==> config.mk <==
export PLATFORM = sky130hd
export DESIGN_NAME = drp_sample_responder
export DESIGN_NICKNAME = d
export VERILOG_FILES = /design/src/rtl/drp_sample_responder.sv
export SDC_FILE = /design/constraint.sdc
export NUM_CORES = 1
export LEC_CHECK = 0
export BUFFER_PORTS_ARGS = -buffer_cell sky130_fd_sc_hd__buf_4
export CAP_MARGIN = 25
export CORE_UTILIZATION = 30
export CTS_CLUSTER_SIZE = 40
export DETAILED_ROUTE_END_ITERATION = 10
export GPL_TIMING_DRIVEN = 0
export PLACE_DENSITY_LB_ADDON = 0.08
export SYNTH_ARGS = -nofsm -noshare
export SYNTH_HDL_FRONTEND = slang
export SYNTH_SLANG_ARGS = --single-unit
==> constraint.sdc <==
create_clock -name sysclk -period 2.1 [get_ports sysclk]
set_input_delay 0.105 -clock sysclk [delete_from_list [all_inputs] [get_ports sysclk]]
set_output_delay 0.105 -clock sysclk [all_outputs]
set_load 0.03 [all_outputs]
==> src/rtl/drp_sample_responder.sv <==
// DRP responder modelling the XADC status/config register file: samples land left-justified in status
// registers and DRP reads return them after RD_LATENCY cycles. Optional min/max tracking: `DRP_MINMAX_EN.
module drp_sample_responder #(
    parameter int RD_LATENCY = 4,
    parameter int NUM_CFG    = 4
) (
    input  logic        sysclk,
    input  logic        rst_n,
    input  logic        sample_valid,
    input  logic [4:0]  sample_ch,
    input  logic [11:0] sample_data,
    input  logic        den_in,
    input  logic        dwe_in,
    input  logic [6:0]  daddr_in,
    input  logic [15:0] di_in,
    output logic [15:0] do_out,
    output logic        drdy_out,
    output logic        busy_out,
    output logic        eoc_out,
    output logic [4:0]  channel_out,
    output logic        err_out
);

    typedef enum logic [1:0] {S_IDLE, S_WAIT, S_RESP} state_t;

    state_t      state_reg, state_next;
    logic [3:0]  cnt_reg, cnt_next;
    logic        we_reg;
    logic [6:0]  addr_reg;
    logic [15:0] di_reg;
    logic [15:0] snap_reg;
    logic [15:0] status_reg [32];
    logic [15:0] cfg_reg [NUM_CFG];
    logic        eoc_reg;
    logic [4:0]  ch_reg;
    logic        err_reg;
    logic [15:0] rd_data;
    logic        accept;

`ifdef DRP_MINMAX_EN
    logic [15:0] max_reg;
    logic [15:0] min_reg;
`endif

    assign accept = (state_reg == S_IDLE) && den_in;

    // Read data is taken from the registers before this cycle's sample update lands.
    always_comb begin
        rd_data = 16'h0000;
        if (daddr_in < 7'h20) begin
            rd_data = status_reg[daddr_in[4:0]];
        end
        for (int i = 0; i < NUM_CFG; i++) begin
            if (daddr_in == 7'(64 + i)) begin
                rd_data = cfg_reg[i];
            end
        end
`ifdef DRP_MINMAX_EN
        if (daddr_in == 7'h23) rd_data = max_reg;
        if (daddr_in == 7'h27) rd_data = min_reg;
`endif
    end

    always_comb begin
        state_next = state_reg;
        cnt_next   = cnt_reg;
        case (state_reg)
            S_IDLE: begin
                if (den_in) begin
                    state_next = (RD_LATENCY == 1) ? S_RESP : S_WAIT;
                    cnt_next   = 4'(RD_LATENCY - 1);
                end
            end
            S_WAIT: begin
                cnt_next = cnt_reg - 4'd1;
                if (cnt_reg == 4'd1) begin
                    state_next = S_RESP;
                end
            end
            S_RESP:  state_next = S_IDLE;
            default: state_next = S_IDLE;
        endcase
    end

    always_ff @(posedge sysclk or negedge rst_n) begin
        if (!rst_n) begin
            state_reg <= S_IDLE;
            cnt_reg   <= 4'd0;
            we_reg    <= 1'b0;
            addr_reg  <= 7'd0;
            di_reg    <= 16'h0000;
            snap_reg  <= 16'h0000;
            err_reg   <= 1'b0;
        end else begin
            state_reg <= state_next;
            cnt_reg   <= cnt_next;
            if (accept) begin
                we_reg   <= dwe_in;
                addr_reg <= daddr_in;
                di_reg   <= di_in;
                snap_reg <= dwe_in ? 16'h0000 : rd_data;
            end
            if (den_in && busy_out) begin
                err_reg <= 1'b1;
            end
        end
    end

    // Config writes commit on the acknowledge cycle; writes anywhere else are acked and dropped.
    always_ff @(posedge sysclk or negedge rst_n) begin
        if (!rst_n) begin
            for (int i = 0; i < NUM_CFG; i++) begin
                cfg_reg[i] <= 16'h0000;
            end
        end else if (state_reg == S_RESP && we_reg) begin
            for (int i = 0; i < NUM_CFG; i++) begin
                if (addr_reg == 7'(64 + i)) begin
                    cfg_reg[i] <= di_reg;
                end
            end
        end
    end

    always_ff @(posedge sysclk or negedge rst_n) begin
        if (!rst_n) begin
            for (int i = 0; i < 32; i++) begin
                status_reg[i] <= 16'h0000;
            end
            eoc_reg <= 1'b0;
            ch_reg  <= 5'd0;
        end else begin
            eoc_reg <= sample_valid;
            if (sample_valid) begin
                status_reg[sample_ch] <= {sample_data, 4'h0};
                ch_reg                <= sample_ch;
            end
        end
    end

`ifdef DRP_MINMAX_EN
    // Equal samples leave the extremes untouched (strict compares).
    always_ff @(posedge sysclk or negedge rst_n) begin
        if (!rst_n) begin
            max_reg <= 16'h0000;
            min_reg <= 16'hFFFF;
        end else if (sample_valid && sample_ch == 5'h03) begin
            if (sample_data > max_reg[15:4]) max_reg <= {sample_data, 4'h0};
            if (sample_data < min_reg[15:4]) min_reg <= {sample_data, 4'h0};
        end
    end
`endif

    assign drdy_out    = (state_reg == S_RESP);
    assign do_out      = drdy_out ? snap_reg : 16'h0000;
    assign busy_out    = (state_reg != S_IDLE);
    assign eoc_out     = eoc_reg;
    assign channel_out = ch_reg;
    assign err_out     = err_reg;

endmodule

---- Yosys cells after proc, flatten, opt, wreduce, memory -nomap -nowiden ----
Index checks and enable logic that the tools add are counted.
W data, S select, Z words.
storage, ports and cells
  register bits after elaboration ......... 629
  logic and storage cells ................. 96
  input port bits ......................... 45
  output and inout bits ................... 25
cells by class
  order comparisons ....................... 4
  equal/unequal tests ..................... 13
  $add $sub $neg .......................... 1
  bitwise operators ....................... 2
  muxes and demuxes ....................... 18
  reductions and logical operators ........ 13
operators by type and width
  kind                   count
  $bwmux W512            1
  $mux W16               10
  $bmux W16 S5           1
  $demux W16 S5          1
  $eq A7 B7 Y1 const B   8
  $ge A6 B6 Y1 const B   2
  $not A5 Y6             2
  $reduce_and A2 Y1      6
  $pmux W4 S2            1
  $lt A7 B6 Y1 const B   1
  $lt A6 B1 Y1 const B   1
  $eq A4 B1 Y1 const B   1
  $logic_and A1 B1 Y1    4
  $mux W2                2
  $mux W4                1
  $ne A2 B2 Y1 const B   2
  $pmux W2 S2            1
  $reduce_bool A2 Y1     2
  $sub A4 B1 Y4 const B  1
  $eq A2 B1 Y1 const B   1
  $eq A2 B2 Y1 const B   1
  $logic_not A2 Y1       1

---- Depth between registers and ports, before layout ----
  depth in word-level cells ............... 10
  mapped depth ............................ 9
  depth with buffers taken out ............ 5

---- Worst setup path before layout ----
Ideal clock, no wire load.
  path kind ............................... flip-flop to flip-flop
  start ................................... register state_reg[0]
  end ..................................... register cfg_reg[53] (netlist name)
  clock period less this slack ............ 1.908 ns
  required time ........................... 1.975 ns
  buffers on the path ..................... 1
  setup time .............................. 0.125 ns
  cell stages (with the launch flop) ...... 6
  setup slack ............................. 0.192 ns
  arrival ................................. 1.783 ns
  cell sequence ........................... dfrtp_1 -> and2b_2 -> nand4_1 -> nor3_2 -> buf_4 -> mux2_2
between the ends
  word-level cells in the longest chain between the ends .. 3
ends and longest elaborated chain
  item                            line  source
  start: declaration              26    state_t state_reg, state_next;
  start signal: assignment        95    state_reg <= state_next;
  $eq A2 B2 Y1                    115   end else if (state_reg == S_RESP && we_reg) begin
  $logic_and A1 B1 Y1             115
  $reduce_and A2 Y1 (no line)     n/a
  end signal: indexed assignment  118   cfg_reg[i] <= di_reg;
  end: declaration                33    logic [15:0] cfg_reg [NUM_CFG];
Every way passes these cells.
A chain may end at the register's enable or synchronous reset.

---- Worst setup path after layout ----
  start ................................... register addr_reg[4]
  end ..................................... register cfg_reg[18] (netlist name)
between the ends
  word-level cells in the longest chain between the ends .. 2
ends and longest elaborated chain
  item                         line  source
  start: declaration           29    logic [6:0] addr_reg;
  start signal: assignment     99    addr_reg <= daddr_in;
  $eq A7 B7 Y1                 117   if (addr_reg == 7'(64 + i)) begin
  $reduce_and A2 Y1 (no line)  n/a
Every way passes these cells.

==> run metrics <==
max reg flops 384; Most common cell on crit path buf_6; RSZ-0062 raised after global routing true; Synth top area share 54.8%; largest net degree at the start of global routing 110; Routed Antenna Nets 0; Post-Syn Area 0.0229 mm2; Post-synth EDFFs 0; f_max 472 MHz; sequential share of power 45.6%; clock share of power 37.2%; Die H 278 um; Worst-path clk slew 0.06 ns; FF+latch count, synth 501; Core Region 0.0749 mm2; DR iter-0 viols 758; Final Hold Fails 94; crit path time final 2.12 ns; GRT overflow 0; Worst Hold Slack -0.526 ns; failing checks negative hold slack, negative setup slack; Clock Latency Late Sink 0.62 ns; Synth async-reset ratio 100%; final WL 72,400 um; initial core utilization 30.5%; Max IR drop VDD 0.000649 V; DR vias 14,200; top-level port count 70; fin crit share 101%; CP max stage cell dfrtp_1; DR DRC count 0; Psw 7.56 mW; multi-input logic area 0.00986 mm2; switching part of the total 27.3%; P per Cell Area 1010 mW/mm2; Netlist cell types 61; Synth Instances 1,621; area delta synth->final 20.3%; CTS tree built; area leader, netlist dfrtp_1; fin nets 1,852; CP arrival 2.61 ns; via/cell ratio 5.03; CP max FO 6; GPL Wtd Cong 0.776; Area after DPL 0.0248 mm2; Int Pwr 20.1 mW; H-tree levels 2; Root Buffer clkbuf_16; most common library cells after synthesis 501 x dfrtp_1, 448 x mux2_2, 129 x nand2_1; dominant cell by count in the synthesized netlist dfrtp_1; leakage dissipation 12.4 nW; clock buffer depth 3; antenna violations before repair 2; startpoint types flop; clk sinks 501; Critical Path Sink Type flop; cells on worst reg2reg path 7; type of the worst min-delay path in2async; Sequential Area 0.0125 mm2; Setup Viol. Count Final 7; n_diodes 0; worst path required time 2.59 ns; Slew @ Worst Pin 1.05 ns; fin worst setup slack -0.0195 ns; status finished, violations left; Die Width 278 um; max-cap viol count 0; Ys Warns 0; final instance area 0.0275 mm2; Detail Placement HPWL 50,300 um; WS Path Type reg2reg; TritonCTS Buffers 58; delay of the slowest critical-path stage 0.41 ns; critical path cell sequence nor4_4 > nand4_1 > buf_6 > buf_6 > nor3b_4 > buf_6 > mux2_4; number of global-route vias before repair 15,500; Final Max Slew Viols 0; syn avg cell area 14.1 um2; share of layout cells above drive strength 1 43.7%; FILL cells 7,236; sequential area share after synthesis 54.8%; Setup Skew 0.0113 ns; Comb power frac 17.2%; Initial DRT Pass Iterations 5; WL/cell 25.7 um; # hold bufs at CTS 41; Synth area leaders dfrtp_1 55%, mux2_2 22%, mux4_2 8.7%, mux2i_1 2.1%, nand2_1 2.1%; All-Layer GR Usage 19.1%; Total Die Area 0.0773 mm2; first-pass GRT wire length 108,000 um; final core area utilization 36.7%; max_slew headroom 29.9%; Port Buffers 63; cell row count 100; Syn Nets 1,668; Top FF cell, synth dfrtp_1
==> kinds of logic after synthesis <==
family	Yosys count	synth area share, %
AOI/OAI and AO/OA	125	3.77
muxes	585	32.9
and+or+nand+nor	258	5.28
xor gates and xnor gates	1	0.0383
buffers and inverters	149	3.11
adders and majority gates	2	0.109
DFF	501	54.8
==> what timing repair did <==
action / in CTS / in global routing
endpoints found under the setup margin: 116 / 111
resized for setup: 48 / 31
gates cloned: 1 / 0
pin swaps: 5 / 4
buffers inserted: 10 / 2
endpoints found under the hold margin: 146 / 94
==> critical path, delay by kind of cell (launching register included) <==
kind                   cells  cell delay (ns)
buffers and inverters      3             0.49
DFF                        1             0.41
and+or+nand+nor            3             0.80
muxes                      1             0.31
==> metrics by stage <==
| stage | hold WS, ns | power (mW) | setup WS, ns | TNS [ns] | instances |
|---|---|---|---|---|---|
| finish | -0.526 | 27.7 | -0.0195 | -0.0628 | 2819 |
| floorplan | -0.191 | 15.5 | 0.192 | 0 | 1621 |
| global placement | 0.239 | 17.1 | -4.63 | -2354.08 | 2653 |
| CTS | -0.483 | 28.0 | -0.147 | -0.558 | 2817 |
| global route | -0.465 | 29.1 | -0.0924 | -1.91 | 2819 |
| detailed placement | 0.176 | 17.4 | -1.01 | -81.73 | 2662 |
==> power by group through the flow <==
stage	clock (mW)	sequential (mW)	combinational [mW]
final	10.3	12.6	4.76
after global routing	11.0	12.9	5.21
after CTS	10.6	12.6	4.81
after detailed placement	0	12.7	4.66
after global placement	0	12.7	4.48
after floorplan	0	12.3	3.16
==> layer usage <==
metal,global-route usage (%),part of all wire [%],vias up
met5,0,0.029,-
met4,5.79,2.9,4
met3,3.96,4.8,115
met2,32.0,48,267
met1,24.8,44,7542
li1,-,-,6254
==> final timing paths <==
kind | startpoint | endpoint | slack (ns)
max reg2reg | addr_reg[4] | cfg_reg[18] | -0.02
min in group sysclk | sample_ch[1] | status_reg[436] | 0.02
min reg2reg | err_out | err_out | 0.46
max | addr_reg[4] | cfg_reg[18] | -0.02
min | rst_n | di_reg[2] | -0.53
max in group asynchronous | rst_n | status_reg[90] | 0.66
==> placed cells by master, fill, tap and decap left out, drive strengths merged, types with 5 or more instances in the layout <==
| master | instances |
|---|---|
| clkinv | 7 |
| nor3b | 8 |
| dfrtp | 501 |
| nor2 | 59 |
| and2 | 18 |
| mux4 | 88 |
| a22oi | 6 |
| nor2b | 5 |
| nand3 | 5 |
| inv | 16 |
| nand3b | 7 |
| o21ai | 49 |
| nand2 | 129 |
| a21oi | 8 |
| mux2i | 49 |
| a221oi | 7 |
| clkbuf | 160 |
| mux2 | 448 |
| o2bb2ai | 6 |
| buf | 152 |
| dlygate4sd3 | 41 |
| a22o | 6 |
==> final cells by class <==
class / instances / share of cell area (%)
buffer: 131 / 2.48
clock buffer: 96 / 6.68
clock inverter: 9 / 0.346
inverter: 16 / 0.218
multi-input combinational: 971 / 35.8
sequential: 501 / 45.6
tap: 969 / 4.41
timing repair buffer: 126 / 4.45
Note: power is estimated with default switching activity, not from simulation.
